File: src/rtl/apb_timer_event_core.sv
// Dual WIDTH-bit timer core: lo/hi counters, independent or cascaded, ticking on
// HCLK or on synchronised external event edges, configured via a single-cycle register port.
module apb_timer_event_core #(
  parameter int WIDTH       = 32,
  parameter int SYNC_STAGES = 2
) (
  input  logic             HCLK,
  input  logic             HRESET,
  input  logic             cfg_wr_i,
  input  logic             cfg_rd_i,
  input  logic [2:0]       cfg_addr_i,
  input  logic [WIDTH-1:0] cfg_wdata_i,
  output logic [WIDTH-1:0] cfg_rdata_o,
  input  logic             stoptimer_i,
  input  logic             event_lo_i,
  input  logic             event_hi_i,
  output logic             busy_o,
  output logic             irq_lo_o,
  output logic             irq_hi_o
);

  localparam logic [2:0] ADDR_CTRL_LO = 3'd0;
  localparam logic [2:0] ADDR_CTRL_HI = 3'd1;
  localparam logic [2:0] ADDR_CNT_LO  = 3'd2;
  localparam logic [2:0] ADDR_CNT_HI  = 3'd3;
  localparam logic [2:0] ADDR_CMP_LO  = 3'd4;
  localparam logic [2:0] ADDR_CMP_HI  = 3'd5;
  localparam logic [2:0] ADDR_STATUS  = 3'd6;

  localparam logic [WIDTH-1:0] ONE = {{(WIDTH-1){1'b0}}, 1'b1};

  logic [SYNC_STAGES-1:0] sync_lo, sync_hi;
  logic                   prev_lo, prev_hi;
  logic                   evt_tick_lo, evt_tick_hi;

  logic             en_lo, evt_lo, os_lo, cascade;
  logic             en_hi, evt_hi, os_hi;
  logic [WIDTH-1:0] cnt_lo, cnt_hi, cmp_lo, cmp_hi;
  logic [1:0]       status;

  logic wr_ctrl_lo, wr_ctrl_hi, wr_cnt_lo, wr_cnt_hi, wr_cmp_lo, wr_cmp_hi, wr_status;
  logic tick_lo, tick_hi, match_lo, match_hi, os_clr_lo, os_clr_hi;
  logic [1:0]       status_clr;
  logic [WIDTH-1:0] rd_mux;

  // Event synchronisers and rising-edge detectors run regardless of enable/stop
  always_ff @(posedge HCLK or posedge HRESET) begin
    if (HRESET) begin
      sync_lo <= '0;
      sync_hi <= '0;
      prev_lo <= 1'b0;
      prev_hi <= 1'b0;
    end else begin
      sync_lo <= {sync_lo[SYNC_STAGES-2:0], event_lo_i};
      sync_hi <= {sync_hi[SYNC_STAGES-2:0], event_hi_i};
      prev_lo <= sync_lo[SYNC_STAGES-1];
      prev_hi <= sync_hi[SYNC_STAGES-1];
    end
  end

  assign evt_tick_lo = sync_lo[SYNC_STAGES-1] & ~prev_lo;
  assign evt_tick_hi = sync_hi[SYNC_STAGES-1] & ~prev_hi;

  assign wr_ctrl_lo = cfg_wr_i && (cfg_addr_i == ADDR_CTRL_LO);
  assign wr_ctrl_hi = cfg_wr_i && (cfg_addr_i == ADDR_CTRL_HI);
  assign wr_cnt_lo  = cfg_wr_i && (cfg_addr_i == ADDR_CNT_LO);
  assign wr_cnt_hi  = cfg_wr_i && (cfg_addr_i == ADDR_CNT_HI);
  assign wr_cmp_lo  = cfg_wr_i && (cfg_addr_i == ADDR_CMP_LO);
  assign wr_cmp_hi  = cfg_wr_i && (cfg_addr_i == ADDR_CMP_HI);
  assign wr_status  = cfg_wr_i && (cfg_addr_i == ADDR_STATUS);

  // A CPU write to a counter swallows that cycle's tick, so no match is evaluated either
  assign tick_lo  = en_lo & ~stoptimer_i & (evt_lo ? evt_tick_lo : 1'b1);
  assign match_lo = tick_lo & ~wr_cnt_lo & (cnt_lo == cmp_lo);
  assign tick_hi  = cascade ? match_lo
                            : (en_hi & ~stoptimer_i & (evt_hi ? evt_tick_hi : 1'b1));
  assign match_hi = tick_hi & ~wr_cnt_hi & (cnt_hi == cmp_hi);

  // In cascade the lo one-shot only fires at the full double-width terminal count
  assign os_clr_lo = os_lo & match_lo & (~cascade | match_hi);
  assign os_clr_hi = os_hi & match_hi & ~cascade;

  assign status_clr = wr_status ? cfg_wdata_i[1:0] : 2'b00;

  always_ff @(posedge HCLK or posedge HRESET) begin
    if (HRESET) begin
      en_lo   <= 1'b0;
      evt_lo  <= 1'b0;
      os_lo   <= 1'b0;
      cascade <= 1'b0;
      en_hi   <= 1'b0;
      evt_hi  <= 1'b0;
      os_hi   <= 1'b0;
    end else begin
      if (wr_ctrl_lo) begin
        en_lo   <= cfg_wdata_i[0];
        evt_lo  <= cfg_wdata_i[1];
        os_lo   <= cfg_wdata_i[2];
        cascade <= cfg_wdata_i[3];
      end else if (os_clr_lo) begin
        en_lo <= 1'b0;
      end
      if (wr_ctrl_hi) begin
        en_hi  <= cfg_wdata_i[0];
        evt_hi <= cfg_wdata_i[1];
        os_hi  <= cfg_wdata_i[2];
      end else if (os_clr_hi) begin
        en_hi <= 1'b0;
      end
    end
  end

  always_ff @(posedge HCLK or posedge HRESET) begin
    if (HRESET) begin
      cnt_lo <= '0;
      cnt_hi <= '0;
    end else begin
      if (wr_cnt_lo)
        cnt_lo <= cfg_wdata_i;
      else if (tick_lo)
        cnt_lo <= match_lo ? '0 : cnt_lo + ONE;
      if (wr_cnt_hi)
        cnt_hi <= cfg_wdata_i;
      else if (tick_hi)
        cnt_hi <= match_hi ? '0 : cnt_hi + ONE;
    end
  end

  always_ff @(posedge HCLK or posedge HRESET) begin
    if (HRESET) begin
      cmp_lo <= '1;
      cmp_hi <= '1;
    end else begin
      if (wr_cmp_lo)
        cmp_lo <= cfg_wdata_i;
      if (wr_cmp_hi)
        cmp_hi <= cfg_wdata_i;
    end
  end

  // Hardware set is OR-ed in after the clear so a coincident match survives W1C
  always_ff @(posedge HCLK or posedge HRESET) begin
    if (HRESET) begin
      status   <= 2'b00;
      irq_lo_o <= 1'b0;
      irq_hi_o <= 1'b0;
      busy_o   <= 1'b0;
    end else begin
      status   <= (status & ~status_clr) | {match_hi, match_lo};
      irq_lo_o <= match_lo;
      irq_hi_o <= match_hi;
      busy_o   <= (en_lo | (en_hi & ~cascade)) & ~stoptimer_i;
    end
  end

  always_comb begin
    rd_mux = '0;
    case (cfg_addr_i)
      ADDR_CTRL_LO: rd_mux[3:0] = {cascade, os_lo, evt_lo, en_lo};
      ADDR_CTRL_HI: rd_mux[2:0] = {os_hi, evt_hi, en_hi};
      ADDR_CNT_LO:  rd_mux      = cnt_lo;
      ADDR_CNT_HI:  rd_mux      = cnt_hi;
      ADDR_CMP_LO:  rd_mux      = cmp_lo;
      ADDR_CMP_HI:  rd_mux      = cmp_hi;
      ADDR_STATUS:  rd_mux[1:0] = status;
      default:      rd_mux      = '0;
    endcase
  end

  always_ff @(posedge HCLK or posedge HRESET) begin
    if (HRESET)
      cfg_rdata_o <= '0;
    else
      cfg_rdata_o <= cfg_rd_i ? rd_mux : '0;
  end

endmodule
File: config.mk
export PLATFORM = sky130hd
export DESIGN_NAME = apb_timer_event_core
export DESIGN_NICKNAME = d
export VERILOG_FILES = /design/src/rtl/apb_timer_event_core.sv
export SDC_FILE = /design/constraint.sdc
export NUM_CORES = 1
export LEC_CHECK = 0
export CORE_ASPECT_RATIO = 0.6
export CORE_MARGIN = 2
export CORE_UTILIZATION = 41
export DETAILED_ROUTE_END_ITERATION = 10
export GPL_TIMING_DRIVEN = 0
export PLACE_DENSITY = 0.64
export SLEW_MARGIN = 15
export SYNTH_ARGS = -nofsm -noshare
export SYNTH_HDL_FRONTEND = slang
export SYNTH_SLANG_ARGS = --single-unit
File: constraint.sdc
create_clock -name HCLK -period 6.2 [get_ports HCLK]
set_input_delay 0.62 -clock HCLK [delete_from_list [all_inputs] [get_ports HCLK]]
set_output_delay 0.62 -clock HCLK [all_outputs]
set_load 0.05 [all_outputs]
Word-level counts from Yosys, hierarchy flattened
Cells that the tools add are included.
W data, S select, Z words.
{"block": "classes", "add_sub_neg": 2, "reduce_logical": 12, "n_eq_ne": 8, "bitwise_logic": 27, "muxes": 19}
{"cell": "$mux W32", "n": 7}
{"cell": "$pmux W28 S4", "n": 1}
{"cell": "$add A32 B1 Y32 const B", "n": 2}
{"cell": "$eq A32 B32 Y1", "n": 2}
{"cell": "$and A1 B1 Y1", "n": 16}
{"cell": "$pmux W2 S7", "n": 1}
{"cell": "$eq A3 B3 Y1 const B", "n": 3}
{"cell": "$reduce_bool A2 Y1", "n": 4}
{"cell": "$logic_and A1 B1 Y1", "n": 7}
{"cell": "$mux W1", "n": 7}
{"cell": "$eq A3 B2 Y1 const B", "n": 2}
{"cell": "$not A1 Y1", "n": 6}
{"cell": "$pmux W1 S6", "n": 1}
{"cell": "$pmux W1 S5", "n": 1}
{"cell": "$eq A3 B1 Y1 const B", "n": 1}
{"cell": "$logic_not A3 Y1", "n": 1}
{"cell": "$and A2 B2 Y2", "n": 1}
{"cell": "$mux W2", "n": 1}
{"cell": "$not A2 Y2", "n": 1}
{"cell": "$or A1 B1 Y1", "n": 2}
{"cell": "$or A2 B2 Y2", "n": 1}
{"block": "word_totals", "out_inout_bits": 35, "input_bits": 42, "elab_cells": 88, "regBits": 178}

Longest topological paths before layout
{"block": "logic_depth", "ltp_word": 13, "mapped_depth": 10, "mapped_depth_nobuf": 8}

Worst setup path after synthesis
No wires, ideal clock.
{"block": "synth_timing", "path_type": "input to register", "start": "in cfg_addr_i[1]", "end": "reg cfg_rdata_o[12]", "t_arrival_ns": 2.307, "n_path_buf": 3, "path_slack_ns": 3.815, "setup_time_ns": 0.078, "path_stages": 8, "cell_sequence": "clkbuf_1 inv_1 nor2_1 and2_1 clkbuf_1 buf_1 a22oi_1 a21oi_1"}
{"block": "synth_between", "elab_chain_len": 3, "elab_cells_between_ends": 6, "classes_between": "eq/ne (4); mux (2)"}
{"item": "from (decl)", "line": "11", "text": "input logic [2:0] cfg_addr_i,"}
{"item": "$eq A3 B3 Y1 or $eq A3 B2 Y1 (tied branches)", "line": "158", "text": "case (cfg_addr_i)"}
{"item": "$pmux W28 S4 (*)", "line": "158"}
{"item": "$mux W32 (*)", "line": "174", "text": "cfg_rdata_o <= cfg_rd_i ? rd_mux : '0;"}
{"item": "to (signal assigned)", "line": "174"}
{"item": "to (decl)", "line": "13", "text": "output logic [WIDTH-1:0] cfg_rdata_o,"}
Every way passes the cells marked *; elsewhere a longest branch is shown, timed or not.
A chain may end at the register's enable or synchronous reset.

Worst setup path after layout
{"block": "layout_timing", "start": "reg cnt_hi[10]", "end": "reg cnt_hi[16]"}
{"block": "layout_between", "elab_chain_len": 5, "elab_cells_between_ends": 6, "classes_between": "add/sub (1); eq/ne (1); mux (3); bitwise (1)"}
{"item": "from (decl)", "line": "38", "text": "logic [WIDTH-1:0] cnt_lo, cnt_hi, cmp_lo, cmp_hi;"}
{"item": "from (signal assigned)", "line": "123", "text": "cnt_hi <= cfg_wdata_i;"}
{"item": "from (signal assigned)", "line": "125", "text": "cnt_hi <= match_hi ? '0 : cnt_hi + ONE;"}
{"item": "parallel branches: the longest is 2 deep, another holds $add A32 B1 Y32"}
{"item": "$mux W32 (*)", "line": "125"}
{"item": "$mux W32 (*)", "line": "124", "text": "else if (tick_hi)"}
{"item": "$mux W32 (*)", "line": "122", "text": "if (wr_cnt_hi)"}
Every way passes the cells marked *. The select of a mux whose other input is x is not followed.

==> impl_metrics.py <==
metrics = {
    "power_and_ir_drop": {
        "power.ir.vdd_worst_v": 0.0002045,
        "power.density_nw_per_um2": 324.8,
        "power_leakage_nw": 4.290,
        "design_power_total_mw": 3.718,
    },
    "finish": {
        "fillers": 2145,
        "num-nets-final": 1123,
        "antennaDiodeCount": 0,
        "final_cell_count_no_fill": 1407,
        "syn2layout_area_growth_pct": 18.01,
        "layout.cell_area.non_filler_sq_um": 11450,
        "drive_above_1_share": 0.1703,
    },
    "worst_setup_path": {
        "crit-reg2reg-capture": "cnt_hi[16]",
        "worst_r2r_startpoint": "cnt_hi[10]",
        "path_max_fanout": 10,
        "slowest_stage_cell_on_the_critical_path": "sky130_fd_sc_hd__nor4_1",
        "crit_type": "flop to flop",
        "rrSetupSlack_ns": 2.75,
        "endpoint_arrival_time_on_the_critical_path_ns": 3.75,
        "worst_path_largest_cell_delay_ns": 0.68,
        "worst-path-buf-inv": 3,
        "critical_path_cell_count": 10,
        "worst_setup_path_end_kind": "flop",
        "cp_top_family": "simple AND/OR/NAND/NOR gates",
        "critical_path.cell_chain": "buf_2 -> xor2_1 -> nor4_1 -> nand4_1 -> nor2_1 -> clkbuf_1 -> clkbuf_1 -> nor2_1 -> o21ai_0 -> a31oi_1",
        "worstRegToRegCells": 10,
        "worst_ep_required_time_ns": 6.50,
        "critPathLaunchType": "flop",
    },
    "sta": {
        "max_clock_freq_mhz": 290.2,
        "layout_min_cycle_time_ns": 3.446,
        "hold_violations": 0,
        "timing_worst_slew_pin_value_ns": 0.9883,
        "slew_headroom": 0.3367,
        "min_period_over_period": 0.5557,
        "drv_slew": 0,
        "final_tns_setup_ns": 0,
        "clock-skew-final_ns": 0.01151,
        "holdWs_ns": 0.3501,
        "grt_setup_unrepaired": "false",
        "final-setup-viol-count": 0,
    },
    "drt": {
        "drc": 0,
        "aggregate_routed_wire_length_um": 33590,
        "via_count": 8695,
        "via_per_inst": 6.180,
        "antenna_left": 0,
        "drt-wirelength-per-cell_um": 23.87,
        "detailedRoute.firstIterationViolations": 1319,
        "detail_route.first_pass.iterations": 6,
    },
    "worst_hold_path": {
        "timing.hold.worst.start": "sync_hi[0]",
        "min_path_cells": 0,
        "hp-class": "flop to flop",
        "hold_path_end": "sync_hi[1]",
    },
    "floorplanning": {
        "io_pins": 77,
        "die_area_sq_um": 24940,
        "floorplan.initialDensity": 0.4183,
        "chipHeight_um": 123.1,
        "die_w_um": 202.6,
        "placementRows": 43,
        "core_region_sq_um": 23190,
    },
    "clocking": {
        "post_cts_buffers": 0,
        "clkSlewWorstSetupHoldPaths_ns": 0.07,
        "tritoncts_num_sinks": 178,
        "cts_tree": "yes",
        "clock_path_buffers": 2,
        "clockRootBuffer": "sky130_fd_sc_hd__clkbuf_16",
        "cts_max_level": 4,
        "cts-hold-fix-buffers": 0,
        "worstSkewPairLatency_ns": 0.45,
        "cts_inserted_buffers": 17,
        "post_cts.resized_instances": 0,
    },
    "global_routing": {
        "grt_pass1_wl_um": 50160,
        "grt_max_degree": 94,
        "vias_in_the_first_global_route": 7916,
        "antenna_found_initial": 1,
        "grt-ovfl-total": 0,
        "grtUsageTotal": 0.2776,
    },
    "synthesis": {
        "synth_cells": 983,
        "synth_top_area_cell": "sky130_fd_sc_hd__dfrtp_1",
        "yosysWarnings": 0,
        "syn-cell-area_sq_um": 9699,
        "async_reset_ff_frac": 1.000,
        "ys_seq_area_frac": 0.4675,
        "synth_cell_types": 53,
        "mappedNetlistNets": 1027,
        "postSynth.topFlopCell": "sky130_fd_sc_hd__dfrtp_1",
        "synth.avg_cell_area_sq_um": 9.867,
        "synth.top_cell.area_share": 0.2941,
        "synth_enable_flop_cells": 0,
        "post_synth_main_area_contributors": "sky130_fd_sc_hd__dfrtp_1, sky130_fd_sc_hd__dfstp_2, sky130_fd_sc_hd__mux2_2, sky130_fd_sc_hd__xor2_1, sky130_fd_sc_hd__a22oi_1",
        "ys_seq_elements": 178,
    },
    "placement": {
        "placement.io_buffers": 76,
        "globalplace.congestion": 0.9368,
        "place.detailed.instances": 1375,
        "hpwlAfterDp_um": 25420,
        "post_dp_cell_area_sq_um": 10890,
    },
    "job": {
        "count_of_max_cap_constraint_violations": 0,
    },
    "outcome": {
        "run_status": "finished clean",
    },
}
-- cell usage in the layout (no fill, tap or decap), types with 6 or more instances in the layout --
cell type and count:
sky130_fd_sc_hd__dfrtp_1 114, sky130_fd_sc_hd__nor2_1 84, sky130_fd_sc_hd__clkdlybuf4s50_1 76, sky130_fd_sc_hd__o21ai_0 72, sky130_fd_sc_hd__mux2_2 69, sky130_fd_sc_hd__xor2_1 65, sky130_fd_sc_hd__a22oi_1 65, sky130_fd_sc_hd__dfstp_2 64
sky130_fd_sc_hd__nand2_1 60, sky130_fd_sc_hd__a21oi_1 53, sky130_fd_sc_hd__clkbuf_1 50, sky130_fd_sc_hd__a31oi_1 47, sky130_fd_sc_hd__nor4_1 24, sky130_fd_sc_hd__nand3_1 23, sky130_fd_sc_hd__and3_1 20, sky130_fd_sc_hd__nor2b_1 18
sky130_fd_sc_hd__clkbuf_16 18, sky130_fd_sc_hd__or4_1 14, sky130_fd_sc_hd__nand4_1 13, sky130_fd_sc_hd__or4b_1 12, sky130_fd_sc_hd__nor3_1 12, sky130_fd_sc_hd__and2_1 10, sky130_fd_sc_hd__buf_1 9, sky130_fd_sc_hd__inv_1 9
sky130_fd_sc_hd__buf_2 7, sky130_fd_sc_hd__or3_1 7, sky130_fd_sc_hd__nand3b_1 7, sky130_fd_sc_hd__mux2i_1 6, sky130_fd_sc_hd__o211ai_1 6
-- synth_stat cells (2+ instances only) --
| master | number |
|---|---|
| sky130_fd_sc_hd__or3_1 | 7 |
| sky130_fd_sc_hd__mux2_2 | 69 |
| sky130_fd_sc_hd__nand4_1 | 13 |
| sky130_fd_sc_hd__clkbuf_1 | 47 |
| sky130_fd_sc_hd__and3_1 | 20 |
| sky130_fd_sc_hd__mux2i_1 | 6 |
| sky130_fd_sc_hd__or2_2 | 3 |
| sky130_fd_sc_hd__nand2b_1 | 3 |
| sky130_fd_sc_hd__and2_1 | 10 |
| sky130_fd_sc_hd__or4_1 | 14 |
| sky130_fd_sc_hd__a31oi_1 | 47 |
| sky130_fd_sc_hd__nor4_1 | 24 |
| sky130_fd_sc_hd__o211ai_1 | 6 |
| sky130_fd_sc_hd__a221oi_1 | 2 |
| sky130_fd_sc_hd__inv_1 | 10 |
| sky130_fd_sc_hd__or4b_1 | 12 |
| sky130_fd_sc_hd__nor2b_1 | 18 |
| sky130_fd_sc_hd__buf_2 | 7 |
| sky130_fd_sc_hd__dfstp_2 | 64 |
| sky130_fd_sc_hd__dfrtp_1 | 114 |
| sky130_fd_sc_hd__nand3_1 | 23 |
| sky130_fd_sc_hd__nand3b_1 | 7 |
| sky130_fd_sc_hd__nor2_1 | 84 |
| sky130_fd_sc_hd__nor3_1 | 12 |
| sky130_fd_sc_hd__ha_1 | 2 |
| sky130_fd_sc_hd__buf_1 | 9 |
| sky130_fd_sc_hd__buf_6 | 5 |
| sky130_fd_sc_hd__nand2_1 | 60 |
| sky130_fd_sc_hd__mux4_2 | 2 |
| sky130_fd_sc_hd__xor2_1 | 65 |
| sky130_fd_sc_hd__a21oi_1 | 53 |
| sky130_fd_sc_hd__a22oi_1 | 65 |
| sky130_fd_sc_hd__o21ai_0 | 72 |
| sky130_fd_sc_hd__and4_1 | 4 |
| sky130_fd_sc_hd__a21boi_0 | 2 |
| sky130_fd_sc_hd__nor4b_1 | 3 |
| sky130_fd_sc_hd__nand4b_1 | 3 |
-- registers in the layout (all words and copies together), names as in the netlist --
| name | cells |
|---|---|
| cmp_hi | 32 |
| evt_lo | 1 |
| busy_o | 1 |
| os_hi | 1 |
| prev_lo | 1 |
| cascade | 1 |
| cnt_hi | 32 |
| sync_lo | 2 |
| prev_hi | 1 |
| cnt_lo | 32 |
| en_lo | 1 |
| sync_hi | 2 |
| evt_hi | 1 |
| status | 2 |
| irq_lo_o | 1 |
| cmp_lo | 32 |
| irq_hi_o | 1 |
| os_lo | 1 |
| cfg_rdata_o | 32 |
| en_hi | 1 |
-- worst max-delay path by stage --
stage / from / end / slack (ns)
3_3_place_gp: HRESET / cnt_lo[14] / -1.80
4_1_cts: cnt_hi[10] / cnt_hi[16] / 2.87
5_1_grt: cnt_hi[10] / en_hi / 2.65
2_1_floorplan: HRESET / busy_o / 0.86
3_5_place_dp: cfg_addr_i[1] / cfg_rdata_o[25] / 2.59
6_report: cnt_hi[10] / cnt_hi[16] / 2.75
-- power breakdown --
part | switching (mW) | total [mW] | internal [mW]
Clock | 0.510 | 1.06 | 0.549
Combinational | 0.484 | 0.857 | 0.373
Sequential | 0.352 | 1.80 | 1.45
Total | 1.35 | 3.72 | 2.37
-- final cells by class --
class / count / area, sq um / area share
multi-input combinational: 727 / 4826 / 0.4216
inverter: 10 / 45.04 / 0.003935
clock inverter: 11 / 95.09 / 0.008308
tap: 315 / 394.1 / 0.03443
buffer: 68 / 301.5 / 0.02634
clock buffer: 21 / 461.7 / 0.04034
timing repair buffer: 77 / 788.3 / 0.06887
sequential: 178 / 4534 / 0.3962
-- stage by stage --
stage | setup WS [ns] | utilization
after floorplan | 0.8557 | -
after CTS | 2.866 | 0.4936
after detailed placement | 2.590 | 0.4696
final | 2.754 | 0.4936
after global placement | -1.798 | 0.4681
after global routing | 2.647 | 0.4936
-- layer usage --
layer / up-vias / global-route usage / routed length (um)
met5: - / 0 / 0
li1: 3839 / - / -
met2: 530 / 0.3639 / 12820
met1: 4291 / 0.4314 / 15540
met4: 0 / 0.05703 / 411
met3: 35 / 0.09594 / 4815
-- cell families after synthesis --
kind of cell | share of synthesized area
AOI/OAI and AO/OA | 0.1646
xor gates and xnor gates | 0.05869
adders and majority gates | 0.002580
DFF | 0.4675
buffers and inverters | 0.03496
muxes | 0.09094
and+or+nand+nor | 0.1807
No activity file was read; power rests on OpenSTA's default activity.
